===== src/rtl/ram_arbiter_pkg.sv =====
// rtl/ram_arbiter_pkg.sv - shared encodings and default sizes for the RAM arbiter
package ram_arbiter_pkg;
  localparam int M_DEF       = 8;
  localparam int N_DEF       = 8;
  localparam int LOCK_TO_DEF = 15;

  localparam logic [1:0] ST_IDLE = 2'd0;
  localparam logic [1:0] ST_OWN0 = 2'd1;
  localparam logic [1:0] ST_OWN1 = 2'd2;

  typedef enum logic {
    PICK_RR    = 1'b0,
    PICK_FIXED = 1'b1
  } pick_mode_e;
endpackage


===== src/rtl/ram_arbiter_if.sv =====
// rtl/ram_arbiter_if.sv - requester and RAM-side signal bundle for the RAM arbiter
interface ram_arbiter_if
  import ram_arbiter_pkg::*;
#(
  parameter int M = M_DEF,
  parameter int N = N_DEF
) ();
  logic         req0, req1;
  logic         we0, we1;
  logic         lock0, lock1;
  logic [N-1:0] addr0, addr1;
  logic [M-1:0] wdata0, wdata1;
  logic         gnt0, gnt1;
  logic         rvalid0, rvalid1;
  logic [M-1:0] rdata;
  logic         ram_cs, ram_rd, ram_wr;
  logic [N-1:0] ram_addr;
  logic [M-1:0] ram_din;
  logic [M-1:0] ram_dout;

  modport slave (
    input  req0, req1, we0, we1, lock0, lock1, addr0, addr1, wdata0, wdata1, ram_dout,
    output gnt0, gnt1, rvalid0, rvalid1, rdata, ram_cs, ram_rd, ram_wr, ram_addr, ram_din
  );

  modport master (
    output req0, req1, we0, we1, lock0, lock1, addr0, addr1, wdata0, wdata1, ram_dout,
    input  gnt0, gnt1, rvalid0, rvalid1, rdata, ram_cs, ram_rd, ram_wr, ram_addr, ram_din
  );
endinterface


===== src/rtl/ram_arb_pick.sv =====
// rtl/ram_arb_pick.sv - combinational two-way picker (round-robin or fixed priority)
module ram_arb_pick
  import ram_arbiter_pkg::*;
(
  input  logic       i_req0,
  input  logic       i_req1,
  input  logic       i_rr_last,
  input  pick_mode_e i_mode,
  output logic [1:0] o_gnt
);
  logic w_take0;

  // On a conflict requester 0 wins when fixed priority is on or when 1 was served last
  assign w_take0  = i_req0 & (~i_req1 | (i_mode == PICK_FIXED) | i_rr_last);
  assign o_gnt[0] = w_take0;
  assign o_gnt[1] = i_req1 & ~w_take0;
endmodule


===== src/rtl/ram_arbiter.sv =====
// rtl/ram_arbiter.sv - two-requester arbiter/sequencer for the single-port data RAM
// RAM_ARB_FIXED_PRIO_EN selects fixed priority (requester 0 wins) instead of round-robin.
module ram_arbiter
  import ram_arbiter_pkg::*;
#(
  parameter int M       = M_DEF,
  parameter int N       = N_DEF,
  parameter int LOCK_TO = LOCK_TO_DEF
) (
  input logic          clk,
  input logic          rst,
  ram_arbiter_if.slave bus
);
`ifdef RAM_ARB_FIXED_PRIO_EN
  localparam pick_mode_e MODE = PICK_FIXED;
`else
  localparam pick_mode_e MODE = PICK_RR;
`endif
  localparam logic [3:0] LOCK_LAST = 4'(LOCK_TO - 1);

  logic [1:0]   r_state;
  logic         r_rr_last;
  logic [3:0]   r_lock_cnt;
  logic         r_p1_v, r_p1_id, r_p2_v, r_p2_id;
  logic         r_cs, r_rd, r_wr;
  logic [N-1:0] r_addr;
  logic [M-1:0] r_din;

  logic         w_r0, w_r1, w_acc, w_id, w_we, w_lock, w_own_req;
  logic [1:0]   w_gnt;
  logic [N-1:0] w_addr;
  logic [M-1:0] w_wdata;

  // A locked owner masks the other requester before it reaches the picker
  assign w_r0 = bus.req0 & (r_state != ST_OWN1);
  assign w_r1 = bus.req1 & (r_state != ST_OWN0);

  ram_arb_pick u_pick (
    .i_req0    (w_r0),
    .i_req1    (w_r1),
    .i_rr_last (r_rr_last),
    .i_mode    (MODE),
    .o_gnt     (w_gnt)
  );

  assign w_acc     = |w_gnt;
  assign w_id      = w_gnt[1];
  assign w_we      = w_id ? bus.we1    : bus.we0;
  assign w_lock    = w_id ? bus.lock1  : bus.lock0;
  assign w_addr    = w_id ? bus.addr1  : bus.addr0;
  assign w_wdata   = w_id ? bus.wdata1 : bus.wdata0;
  assign w_own_req = (r_state == ST_OWN1) ? bus.req1 : bus.req0;

  assign bus.gnt0     = w_gnt[0];
  assign bus.gnt1     = w_gnt[1];
  assign bus.rvalid0  = r_p2_v & ~r_p2_id;
  assign bus.rvalid1  = r_p2_v & r_p2_id;
  assign bus.rdata    = bus.ram_dout;
  assign bus.ram_cs   = r_cs;
  assign bus.ram_rd   = r_rd;
  assign bus.ram_wr   = r_wr;
  assign bus.ram_addr = r_addr;
  assign bus.ram_din  = r_din;

  always_ff @(posedge clk) begin
    if (rst) begin
      r_state    <= ST_IDLE;
      r_rr_last  <= 1'b1;
      r_lock_cnt <= 4'd0;
      r_p1_v     <= 1'b0;
      r_p1_id    <= 1'b0;
      r_p2_v     <= 1'b0;
      r_p2_id    <= 1'b0;
      r_cs       <= 1'b0;
      r_rd       <= 1'b0;
      r_wr       <= 1'b0;
      r_addr     <= '0;
      r_din      <= '0;
    end else begin
      r_cs    <= w_acc;
      r_rd    <= w_acc & ~w_we;
      r_wr    <= w_acc & w_we;
      r_p1_v  <= w_acc & ~w_we;
      r_p1_id <= w_id;
      r_p2_v  <= r_p1_v;
      r_p2_id <= r_p1_id;
      if (w_acc) begin
        r_addr    <= w_addr;
        r_din     <= w_wdata;
        r_rr_last <= w_id;
      end

      case (r_state)
        ST_IDLE: begin
          r_lock_cnt <= 4'd0;
          if (w_acc && w_lock) r_state <= w_id ? ST_OWN1 : ST_OWN0;
        end
        ST_OWN0, ST_OWN1: begin
          if (w_own_req) begin
            r_lock_cnt <= 4'd0;
            if (!w_lock) r_state <= ST_IDLE;
          end else if (r_lock_cnt == LOCK_LAST) begin
            r_lock_cnt <= 4'd0;
            r_state    <= ST_IDLE;
          end else begin
            r_lock_cnt <= r_lock_cnt + 4'd1;
          end
        end
        default: r_state <= ST_IDLE;
      endcase
    end
  end
endmodule


===== src/flat_wrapper.sv =====
// flat-port wrapper written by rule: the top's interface ports become plain ports
module ram_arbiter_flat import ram_arbiter_pkg::*;
#(
  parameter int M       = M_DEF,
  parameter int N       = N_DEF,
  parameter int LOCK_TO = LOCK_TO_DEF
)
  (clk, rst, bus_req0, bus_req1, bus_we0, bus_we1, bus_lock0, bus_lock1, bus_addr0, bus_addr1, bus_wdata0, bus_wdata1, bus_ram_dout, bus_gnt0, bus_gnt1, bus_rvalid0, bus_rvalid1, bus_rdata, bus_ram_cs, bus_ram_rd, bus_ram_wr, bus_ram_addr, bus_ram_din);
  ram_arbiter_if #(.M(M), .N(N)) bus_i ();
  input logic clk;
  input logic rst;
  input wire logic [$bits(bus_i.req0)-1:0] bus_req0;
  input wire logic [$bits(bus_i.req1)-1:0] bus_req1;
  input wire logic [$bits(bus_i.we0)-1:0] bus_we0;
  input wire logic [$bits(bus_i.we1)-1:0] bus_we1;
  input wire logic [$bits(bus_i.lock0)-1:0] bus_lock0;
  input wire logic [$bits(bus_i.lock1)-1:0] bus_lock1;
  input wire logic [$bits(bus_i.addr0)-1:0] bus_addr0;
  input wire logic [$bits(bus_i.addr1)-1:0] bus_addr1;
  input wire logic [$bits(bus_i.wdata0)-1:0] bus_wdata0;
  input wire logic [$bits(bus_i.wdata1)-1:0] bus_wdata1;
  input wire logic [$bits(bus_i.ram_dout)-1:0] bus_ram_dout;
  output wire logic [$bits(bus_i.gnt0)-1:0] bus_gnt0;
  output wire logic [$bits(bus_i.gnt1)-1:0] bus_gnt1;
  output wire logic [$bits(bus_i.rvalid0)-1:0] bus_rvalid0;
  output wire logic [$bits(bus_i.rvalid1)-1:0] bus_rvalid1;
  output wire logic [$bits(bus_i.rdata)-1:0] bus_rdata;
  output wire logic [$bits(bus_i.ram_cs)-1:0] bus_ram_cs;
  output wire logic [$bits(bus_i.ram_rd)-1:0] bus_ram_rd;
  output wire logic [$bits(bus_i.ram_wr)-1:0] bus_ram_wr;
  output wire logic [$bits(bus_i.ram_addr)-1:0] bus_ram_addr;
  output wire logic [$bits(bus_i.ram_din)-1:0] bus_ram_din;
  assign bus_i.req0 = bus_req0;
  assign bus_i.req1 = bus_req1;
  assign bus_i.we0 = bus_we0;
  assign bus_i.we1 = bus_we1;
  assign bus_i.lock0 = bus_lock0;
  assign bus_i.lock1 = bus_lock1;
  assign bus_i.addr0 = bus_addr0;
  assign bus_i.addr1 = bus_addr1;
  assign bus_i.wdata0 = bus_wdata0;
  assign bus_i.wdata1 = bus_wdata1;
  assign bus_i.ram_dout = bus_ram_dout;
  assign bus_gnt0 = bus_i.gnt0;
  assign bus_gnt1 = bus_i.gnt1;
  assign bus_rvalid0 = bus_i.rvalid0;
  assign bus_rvalid1 = bus_i.rvalid1;
  assign bus_rdata = bus_i.rdata;
  assign bus_ram_cs = bus_i.ram_cs;
  assign bus_ram_rd = bus_i.ram_rd;
  assign bus_ram_wr = bus_i.ram_wr;
  assign bus_ram_addr = bus_i.ram_addr;
  assign bus_ram_din = bus_i.ram_din;
  ram_arbiter #(.M(M), .N(N), .LOCK_TO(LOCK_TO)) u_core (.clk(clk), .rst(rst), .bus(bus_i));
endmodule

===== config.mk =====
export PLATFORM = sky130hd
export DESIGN_NAME = ram_arbiter_flat
export DESIGN_NICKNAME = d
export VERILOG_FILES = /design/src/rtl/ram_arbiter_pkg.sv /design/src/rtl/ram_arbiter_if.sv /design/src/rtl/ram_arb_pick.sv /design/src/rtl/ram_arbiter.sv /design/src/flat_wrapper.sv
export SDC_FILE = /design/constraint.sdc
export NUM_CORES = 1
export LEC_CHECK = 0
export CORE_MARGIN = 2
export CORE_UTILIZATION = 34
export DETAILED_ROUTE_END_ITERATION = 8
export GPL_ROUTABILITY_DRIVEN = 1
export GPL_TIMING_DRIVEN = 0
export HOLD_SLACK_MARGIN = 0.15
export PLACE_DENSITY = 0.75
export SLEW_MARGIN = 10
export SYNTH_ARGS = -nofsm -noshare
export SYNTH_HDL_FRONTEND = slang
export SYNTH_SLANG_ARGS = --single-unit

===== constraint.sdc =====
create_clock -name clk -period 1.7 [get_ports clk]
set_clock_uncertainty 0.15 [all_clocks]
set_input_delay 0.17 -clock clk [delete_from_list [all_inputs] [get_ports clk]]
set_output_delay 0.17 -clock clk [all_outputs]
set_load 0.01 [all_outputs]

After elaboration in Yosys (flattened, before gate mapping)
Cells that the tools add are included.
{"block": "totals", "ff_bits": 29, "latchBits": 0, "ramBits": 0, "mem_bits_ro": 0, "in_bits": 48, "output_inout_bits": 31, "word_cells": 53, "memories": 0}
{"block": "op_classes", "n_addsub": 1, "n_mul": 0, "div": 0, "order_cmp": 0, "eq_ne": 8, "n_shift": 0, "n_mux": 14, "n_bitwise": 13, "reduce_logical": 6}
{"op": "$mux 8", "n": 2}
{"op": "$mux 2", "n": 5}
{"op": "$and 1x1->1", "n": 8}
{"op": "$mux 4", "n": 2}
{"op": "$pmux 4 s2", "n": 1}
{"op": "$add 4x1->4 const B", "n": 1}
{"op": "$eq 4x4->1 const B", "n": 1}
{"op": "$ne 2x1->1 const B", "n": 2}
{"op": "$not 1->1", "n": 4}
{"op": "$pmux 2 s2", "n": 1}
{"op": "$reduce_or 2->1", "n": 2}
{"op": "$mux 1", "n": 3}
{"op": "$ne 3x1->1 const B", "n": 1}
{"op": "$ne 3x3->1 const B", "n": 1}
{"op": "$reduce_and 3->1", "n": 1}
{"op": "$eq 2x1->1 const B", "n": 1}
{"op": "$eq 2x2->1 const B", "n": 1}
{"op": "$logic_not 2->1", "n": 1}
{"op": "$ne 2x2->1 const B", "n": 1}
{"op": "$reduce_bool 2->1", "n": 1}
{"op": "$logic_and 1x1->1", "n": 1}
{"op": "$or 1x1->1", "n": 1}

Logic depth before layout (Yosys ltp)
Gate-level depths: netlist (run 1).
{"block": "depth", "word_depth": 11, "mapped_depth": 8, "depth_no_buf": 7}

Hierarchy
From an unflattened synthesis (run 1), not the netlist that was laid out.
{"block": "hier_totals", "cells_unflattened": 166, "hier_area_um2": 1472.7}
{"module": "ram_arbiter", "n_inst": 1, "cells_each": 161, "area_each_um2": 1442.6, "seq_area_each_um2": 580.6}
{"module": "ram_arb_pick", "n_inst": 1, "cells_each": 5, "area_each_um2": 30.0, "seq_area_each_um2": 0.0}

Worst setup path before layout (run 1)
OpenSTA, ideal clock, no wires.
{"block": "synth_path", "path_kind": "flip-flop to flip-flop", "start": "reg u_core.r_state[0]", "end": "reg u_core.r_state[0]", "setup_ns": 0.118, "t_arrival_ns": 1.534, "t_required_ns": 1.432, "setup_slack_ns": -0.102, "path_stages_with_launch": 8, "path_buffers": 0, "synth_period_minus_slack_ns": 1.802, "path_cell_list": "dfxtp_1 > inv_1 > ha_1 > nand3b_4 > a21bo_1 > and2_1 > o221a_2 > mux2i_1"}
{"block": "synth_between", "elab_chain_len": 11, "elab_cells_between_ends": 25, "classes_between": "7 x eq/ne; 6 x mux; 7 x bitwise; 5 x reduce/logical"}
{"element": "start: declaration", "line": "ram_arbiter.sv:21", "text": "logic [1:0] r_state;"}
{"element": "start signal: assignment", "line": "ram_arbiter.sv:96", "text": "if (w_acc && w_lock) r_state <= w_id ? ST_OWN1 : ST_OWN0;"}
{"element": "$ne 2x1->1", "line": "ram_arbiter.sv:36", "text": "assign w_r1 = bus.req1 & (r_state != ST_OWN0);"}
{"element": "$and 1x1->1", "line": "ram_arbiter.sv:36"}
{"element": "$not 1->1", "line": "ram_arb_pick.sv:14", "text": "assign w_take0 = i_req0 & (~i_req1 | (i_mode == PICK_FIXED) | i_rr_last);"}
{"element": "$or 1x1->1", "line": "ram_arb_pick.sv:14"}
{"element": "$and 1x1->1", "line": "ram_arb_pick.sv:14"}
{"element": "$not 1->1", "line": "ram_arb_pick.sv:16", "text": "assign o_gnt[1] = i_req1 & ~w_take0;"}
{"element": "$and 1x1->1", "line": "ram_arb_pick.sv:16"}
{"element": "$reduce_or 2->1 or $mux 1 (tied branches)", "line": "ram_arbiter.sv:46, ram_arbiter.sv:49"}
{"element": "$logic_and 1x1->1", "line": "ram_arbiter.sv:96"}
{"element": "$ne 2x1->1 (no source line)"}
{"element": "$reduce_and 3->1 (no source line)"}
Several ways; a longest one is shown, not always the timed one. The select of a mux whose other input is x is not followed.
A chain may end at the register's enable or synchronous reset.

Worst setup path after layout (run 1)
{"block": "layout_path", "start": "reg u_core.r_state[1]", "end": "reg u_core.r_state[1]"}
The elaborated chain is that of the path after synthesis.

==> results of run 1 <==
-- state kept, by name, indices dropped and copies added (netlist names), 2 cells and up --
name / cells
u_core.bus.ram_addr: 8
u_core.r_state: 2
u_core.r_lock_cnt: 4
u_core.bus.ram_din: 8
-- layout by cell type, fill, tap and decap left out, drive strengths merged, types with 2 or more instances in the layout --
| cell | count |
|---|---|
| nor2 | 22 |
| xnor2 | 3 |
| clkbuf | 11 |
| nor2b | 4 |
| a21oi | 2 |
| nand2 | 41 |
| and2 | 7 |
| a311oi | 16 |
| inv | 5 |
| buf | 29 |
| mux2i | 3 |
| nand2b | 4 |
| clkdlybuf4s50 | 67 |
| nand4 | 2 |
| ha | 6 |
| nand3 | 2 |
| dfxtp | 29 |
-- power by group --
group	internal [W]	leakage (nW)	switching [W]
registers	0.000811	0.241	0.0000900
logic	0.000811	0.825	0.000657
clock network	0.000329	0.0455	0.000257
total	0.00195	1.11	0.00100
-- final timing paths --
path | depth (start not counted) | slack (ns) | to
setup / recovery | 8 | -0.11 | u_core.r_state[1]
hold / removal | 1 | 0.29 | u_core.r_p2_id
setup reg to reg | 8 | -0.11 | u_core.r_state[1]
hold reg to reg | 1 | 0.29 | u_core.r_p2_id
-- what timing repair did --
action                                  CTS  global route
gates resized for setup                  41            50
cloned                                    1             0
hold buffers                              1             0
endpoints found under the setup margin   22            26
buffers inserted                         10             2
hold endpoints to repair                  1             0
pin swaps                                 7            31
-- cell type report --
type / count / area (um2)
plain buffers: 17 / 141
clock buffers: 8 / 90.1
repair buffers: 83 / 850
multi-input cells: 119 / 971
fillers: 314 / 1260
well taps: 50 / 62.6
inverters: 6 / 32.5
flip-flops and latches: 29 / 588
-- logic make-up (layout without fill, tap and decap cells) --
kind of cell / Yosys count / in the layout / synth area share (%)
mux: 3 / 3 / 2.14
simple gates: 85 / 85 / 27.4
xor+xnor: 3 / 3 / 1.87
flops: 29 / 29 / 41.3
fa+ha+maj: 6 / 6 / 5.34
compound gates: 22 / 22 / 13.2
buf+inv: 23 / 114 / 8.81
-- metal layers --
layer / part of all wire, % / vias up / track usage (%)
li1: - / 746 / -
met2: 52 / 57 / 32.2
met4: 1.9 / 0 / 6.75
met1: 38 / 700 / 18.6
met5: 0 / - / 0
met3: 7.8 / 9 / 5.43
-- metrics by stage --
stage                     instances  utilization, %
after global routing            312            68.4
after detailed placement        290            54.8
final                           312            68.4
after CTS                       310            62.9
after global placement          290            54.8
after floorplan                 171               -
-- worst max-delay path, cell delays in order (launching register included) --
cell     delay, ns
dfxtp_4       0.38
inv_4         0.04
ha_4          0.14
and2b_2       0.27
buf_6         0.13
nand3_4       0.07
and2_4        0.14
o221a_4       0.26
mux2i_1       0.12
==> results.json, run 1 <==
{
  "outcome": "finished with violations",
  "violations": "negative setup slack",
  "yosys.area.top_type": "dfxtp_1",
  "die_w_um": 68.3,
  "clock.fmax_mhz": 552,
  "yosys.cell_count.top_type": "nand2_1",
  "synth-seq-cells": 29,
  "setup_slack_ns": -0.111,
  "grtUsageTotal_pct": 17.6,
  "first_pass_iters": 4,
  "final_antenna_net_count": 0,
  "synthCells": 171,
  "async_reset_ff_share_pct": 0,
  "cts_tree": "built",
  "rows": 23,
  "crit_path_end_kind": "flop",
  "final.period_utilization_pct": 107,
  "drive_above_1_share_pct": 33.6,
  "h-tree-depth": 2,
  "clockBufferDepth": 2,
  "globalRouteOverflowTotal": 0,
  "synth_area_leaders": "dfxtp_1, nand2_1, a311oi_1, nor2_1, ha_1",
  "slew_violations": 0,
  "post-route-min-period_ns": 1.81,
  "place_congestion": 0.694,
  "area_delta_synth_final_pct": 94.5,
  "avgRoutedWirePerCell_um": 13.3,
  "port_buffers": 69,
  "max_slew_margin_pct": 58.2,
  "clkTransAtPathRegs_ns": 0.06,
  "worstMarginPinSlew_ns": 0.627,
  "die_h_um": 68.3,
  "synthTopCellsByCount": "nand2_1, dfxtp_1, nor2_1",
  "grt_pass1_wl_um": 5930,
  "leakage_nw": 1.11,
  "hold_path.class": "flop to flop",
  "clk_latency_ns": 0.28,
  "diodes": 0,
  "crit_start": "u_core.r_state[1]",
  "initial_core_util_pct": 35.2,
  "ys.flop_type": "dfxtp_1",
  "hold_violations": 0,
  "syn_avg_cell_area_um2": 8.22,
  "final_area_mm2": 0.00274,
  "postPlaceCellArea_mm2": 0.00219,
  "synth_edf_count": 0,
  "holdWs_ns": 0.293,
  "fin_nets": 315,
  "grt_max_degree": 11,
  "drtIter0Drc": 64,
  "routed_wl_um": 4170,
  "drcViolationCount": 0,
  "root_buffer": "clkbuf_8",
  "finalSetupViolCount": 9,
  "worst-path-max-fanout": 3,
  "crit_required_ns": 1.72,
  "maxCapViolCount": 0,
  "arrival_ns": 1.83,
  "vdd_drop_max_uv": 429,
  "cts_sinks": 29,
  "viasPerCell": 4.85,
  "ys_seq_area_share_pct": 41.3,
  "power.total_w": 0.00295,
  "synth_area_mm2": 0.00141,
  "grt_pass1_vias": 1342,
  "place_hpwl_um": 2740,
  "syn-num-nets": 225,
  "antenna_found_initial": 0,
  "crit_path_start_kind": "flop",
  "ys_warn_count": 0,
  "synth.top_cell.area_share_pct": 41.3,
  "min_from": "u_core.r_p1_id",
  "pin_count": 79,
  "numCtsBuffers": 5,
  "rsz0062_at_grt": "yes",
  "timing.rr.start": "u_core.r_state[1]",
  "pre_cts_ws_ns": -0.545,
  "coreArea_mm2": 0.00400,
  "powerDensity_mw_per_mm2": 1080,
  "tns_ns": -0.438,
  "die_area_mm2": 0.00467,
  "routed-via-count": 1512,
  "criticalPathCategory": "flop to flop",
  "yosysUniqueCellTypes": 26
}
Note: power is estimated with default switching activity, not from simulation.
==> run 2, diff against run 1 <==
--- a/config.mk
+++ b/config.mk
@@ -16,3 +16,4 @@
 export SYNTH_ARGS = -nofsm -noshare
 export SYNTH_HDL_FRONTEND = slang
 export SYNTH_SLANG_ARGS = --single-unit
+export TNS_END_PERCENT = 1
==> results.json, run 2 (synthesized netlist as in run 1, its figures left out) <==
{
  "outcome": "finished with violations",
  "violations": "negative setup slack",
  "worst-path-max-fanout": 3,
  "grt_pass1_vias": 1331,
  "final_antenna_net_count": 0,
  "postPlaceCellArea_mm2": 0.00217,
  "avgRoutedWirePerCell_um": 14.1,
  "arrival_ns": 1.94,
  "cts_tree": "built",
  "slew_violations": 0,
  "rows": 23,
  "coreArea_mm2": 0.00400,
  "layout_commonest_cell": "clkdlybuf4s50_1",
  "h-tree-depth": 2,
  "clk_latency_ns": 0.28,
  "viasPerCell": 4.80,
  "routed-via-count": 1477,
  "powerDensity_mw_per_mm2": 1110,
  "crit_slowest_cell": "dfxtp_4",
  "leakage_nw": 1.04,
  "vdd_drop_max_uv": 632,
  "pin_count": 79,
  "crit_required_ns": 1.75,
  "drive_above_1_share_pct": 24.0,
  "drtIter0Drc": 51,
  "port_buffers": 69,
  "holdWs_ns": 0.293,
  "diodes": 0,
  "hold_path.class": "flop to flop",
  "first_pass_iters": 5,
  "final_area_mm2": 0.00257,
  "criticalPathCategory": "flop to flop",
  "fin_nets": 311,
  "maxCapViolCount": 0,
  "grt_pass1_wl_um": 6400,
  "slowest_delay_ns": 0.36,
  "numCtsBuffers": 5,
  "globalRouteOverflowTotal": 0,
  "cts_sinks": 29,
  "finalSetupViolCount": 13,
  "routed_wl_um": 4340,
  "drcViolationCount": 0,
  "clock.fmax_mhz": 529,
  "worstMarginPinSlew_ns": 0.642,
  "crit_path_end_kind": "flop",
  "max_slew_margin_pct": 57.2,
  "layout_common_cells": "clkdlybuf4s50_1, nand2_1, dfxtp_1",
  "initial_core_util_pct": 35.2,
  "setup_slack_ns": -0.192,
  "grtUsageTotal_pct": 18.8,
  "utilization_pct": 64.3,
  "place_hpwl_um": 2860,
  "rsz0062_at_grt": "yes",
  "grt_max_degree": 11,
  "antenna_found_initial": 0,
  "die_w_um": 68.3,
  "hold_violations": 0,
  "place_congestion": 0.781,
  "root_buffer": "clkbuf_8",
  "final.period_utilization_pct": 111,
  "die_area_mm2": 0.00467,
  "crit_path_start_kind": "flop",
  "clockBufferDepth": 2,
  "area_delta_synth_final_pct": 82.9,
  "clkTransAtPathRegs_ns": 0.06,
  "crit_chain": "inv_2, ha_4, and2b_2, a21bo_4, and2_4, o221a_4, mux2i_1",
  "die_h_um": 68.3,
  "post-route-min-period_ns": 1.89
}
[run 2: cell type report]
type	instances	area, um2
Sequential cell	29	588
Fill cell	365	1430
Tap cell	50	62.6
Inverter	6	27.5
Timing Repair Buffer	79	795
Multi-Input combinational cell	119	856
Clock inverter	1	5.00
Clock buffer	7	96.3
Buffer	17	143
[run 2: layer usage]
layer / track usage (%) / up-vias / wire length, um
met2: 32.0 / 46 / 2240
met5: 0 / - / 0
li1: - / 737 / -
met3: 4.77 / 7 / 288
met4: 7.25 / 0 / 59
met1: 22.4 / 687 / 1760
[run 2: final timing paths]
check	slack (ns)	cells past startpoint	from	end
worst max-delay path	-0.19	7	u_core.r_state[1]	u_core.r_state[1]
worst min register to register	0.29	1	u_core.r_p1_id	u_core.r_p2_id
worst max register to register	-0.19	7	u_core.r_state[1]	u_core.r_state[1]
worst min-delay path	0.29	1	u_core.r_p1_id	u_core.r_p2_id
[run 2: repair_timing]
action,4_1_cts,5_1_grt
hold buffers,1,0
cloned,0,0
buffers inserted,8,1
endpoints found under the hold margin,2,0
endpoints found under the setup margin,22,23
resized for setup,41,18
pin swaps,13,2
[run 2: critical path, delay by kind of cell (launching register included)]
family,cells,cell delay [ns]
AO/OA/AOI/OAI,2,0.51
AND/OR/NAND/NOR,2,0.42
flip-flops,1,0.36
multiplexers,1,0.17
adder cells (fa/ha/maj),1,0.13
buffers and inverters,1,0.08
[run 2: metrics by stage]
stage	total power (W)	instances	setup slack, ns	TNS, ns
floorplan	0.00143	171	-0.0329	-0.0634
global placement	0.00184	290	-0.533	-5.32
detailed placement	0.00186	290	-0.511	-5.56
CTS	0.00274	307	-0.0975	-0.617
global route	0.00302	308	-0.263	-2.58
finish	0.00285	308	-0.192	-1.13
[run 2: power breakdown]
group	internal (W)	total (W)	switching [W]	leakage (nW)
registers	0.000811	0.000894	0.0000827	0.241
clock network	0.000365	0.000632	0.000267	0.0542
logic	0.000724	0.00132	0.000599	0.749
total	0.00190	0.00285	0.000948	1.04
==> run 3, diff against run 2 <==
--- a/config.mk
+++ b/config.mk
@@ -6,12 +6,12 @@
 export NUM_CORES = 1
 export LEC_CHECK = 0
 export CORE_MARGIN = 2
-export CORE_UTILIZATION = 34
+export CORE_UTILIZATION = 30
 export DETAILED_ROUTE_END_ITERATION = 8
 export GPL_ROUTABILITY_DRIVEN = 1
 export GPL_TIMING_DRIVEN = 0
 export HOLD_SLACK_MARGIN = 0.15
-export PLACE_DENSITY = 0.75
+export PLACE_DENSITY = 0.68
 export SLEW_MARGIN = 10
 export SYNTH_ARGS = -nofsm -noshare
 export SYNTH_HDL_FRONTEND = slang
==> results.json, run 3 (synthesized netlist as in run 1, its figures left out) <==
{
  "first_pass_iters": 4,
  "coreArea_mm2": 0.00444,
  "violations": "negative setup slack",
  "antenna_found_initial": 0,
  "setup_slack_ns": -0.102,
  "whs_path_depth": 1,
  "clk_latency_ns": 0.28,
  "crit_chain": "inv_4, ha_4, and2b_2, a21bo_1, and2_4, o221a_4, mux2i_1",
  "area_delta_synth_final_pct": 76.4,
  "fillerInstances": 438,
  "final.period_utilization_pct": 106,
  "rr_endpoint": "u_core.r_state[1]",
  "crit_path_start_kind": "flop",
  "vdd_drop_max_uv": 417,
  "root_buffer": "clkbuf_8",
  "finalSetupViolCount": 11,
  "min_from": "u_core.r_p1_id",
  "viasPerCell": 4.67,
  "die_h_um": 72.5,
  "reg2reg_slack_ns": -0.10,
  "hold_violations": 0,
  "grt_pass1_wl_um": 6220,
  "grt_pass1_vias": 1393,
  "slew_violations": 0,
  "drive_above_1_share_pct": 22.4,
  "min_to": "u_core.r_p2_id",
  "max_slew_margin_pct": 60.5,
  "leakage_nw": 1.01,
  "powerDensity_mw_per_mm2": 1080,
  "layout_commonest_cell": "clkdlybuf4s50_1",
  "utilization_pct": 55.8,
  "hold_path.class": "flop to flop",
  "outcome": "finished with violations",
  "place_congestion": 0.734,
  "criticalPathCategory": "flop to flop",
  "initial_core_util_pct": 31.6,
  "rows": 24,
  "fin_nets": 309,
  "timing.rr.start": "u_core.r_state[1]",
  "clock.fmax_mhz": 555,
  "routed-via-count": 1433,
  "grtUsageTotal_pct": 15.4,
  "die_w_um": 72.5,
  "crit_start": "u_core.r_state[1]",
  "crit_slowest_cell": "dfxtp_4",
  "arrival_ns": 1.82,
  "slowest_delay_ns": 0.37,
  "layout_common_cells": "clkdlybuf4s50_1, nand2_1, dfxtp_1",
  "crit_required_ns": 1.72,
  "clockBufferDepth": 2,
  "maxCapViolCount": 0,
  "die_area_mm2": 0.00525,
  "place_hpwl_um": 2720,
  "diodes": 0,
  "drtIter0Drc": 70,
  "routed_wl_um": 3890,
  "clkTransAtPathRegs_ns": 0.06,
  "pin_count": 79,
  "worst-path-max-fanout": 4,
  "grt_max_degree": 11,
  "h-tree-depth": 2,
  "r2r_cells": 7,
  "cts_tree": "built",
  "rsz0062_at_grt": "yes",
  "avgRoutedWirePerCell_um": 12.7,
  "worstMarginPinSlew_ns": 0.592,
  "numCtsBuffers": 5,
  "cts_sinks": 29,
  "holdWs_ns": 0.288,
  "final_antenna_net_count": 0,
  "drcViolationCount": 0,
  "globalRouteOverflowTotal": 0,
  "crit_path_end_kind": "flop",
  "port_buffers": 69,
  "post-route-min-period_ns": 1.80
}
run 3: changes by cell type in the layout (fill, tap and decap cells not counted), moves of 2 or more:
cell and change:
a21oi_2 +2, a311oi_1 +4, a311oi_2 -4, buf_2 +2, buf_6 -2, nand2_1 -4, nand2_2 +4
run 3: worst max-delay path, delay by kind of cell (launching register included):
| kind | cells | cell delay (ns) |
|---|---|---|
| AO/OA/AOI/OAI | 2 | 0.48 |
| adder cells (fa/ha/maj) | 1 | 0.12 |
| buffers and inverters | 1 | 0.06 |
| flip-flops | 1 | 0.37 |
| multiplexers | 1 | 0.12 |
| AND/OR/NAND/NOR | 2 | 0.39 |
run 3: final cells by class:
type,instances,area [um2],area share (%)
buffer,17,136,5.50
inverter,6,30.0,1.21
tap,52,65.1,2.62
timing repair buffer,77,757,30.5
clock buffer,7,86.3,3.48
multi-input combinational,119,818,33.0
sequential,29,588,23.7
run 3: power breakdown:
part	total (W)	switching [W]	leakage [nW]	internal, W
Combinational	0.00121	0.000548	0.727	0.000666
Clock	0.000576	0.000256	0.0443	0.000320
Sequential	0.000892	0.0000809	0.241	0.000811
run 3: worst max path at each step:
stage	end	slack (ns)	depth (start not counted)
after floorplan	u_core.r_state[0]	-0.03	7
after global placement	bus_gnt1	-0.55	6
after detailed placement	bus_gnt1	-0.57	6
after CTS	u_core.r_state[1]	-0.08	7
after global routing	u_core.r_state[1]	-0.16	7
final	u_core.r_state[1]	-0.10	7
run 3: routing by layer:
layer	share of wire, %	GRT usage [%]	up-vias
met3	8.0	4.31	7
met1	42	17.8	646
met5	0	0	-
met2	48	26.7	51
met4	1.9	6.17	0
li1	-	-	729
run 3: stage by stage:
stage	instances	cell area (um2)	power (W)	setup WS (ns)	TNS (ns)
6_report	307	2480	0.00268	-0.102	-0.472
5_1_grt	307	2480	0.00286	-0.160	-1.27
2_1_floorplan	171	1410	0.00143	-0.0329	-0.0634
4_1_cts	307	2410	0.00264	-0.0843	-0.251
3_5_place_dp	292	2170	0.00186	-0.572	-5.80
3_3_place_gp	292	2170	0.00184	-0.546	-5.39
run 3: repair_timing:
action	CTS	global route
setup endpoints to repair	23	26
hold buffers	1	0
endpoints found under the hold margin	2	0
setup buffers	7	0
pin swaps	10	9
gates resized for setup	38	17
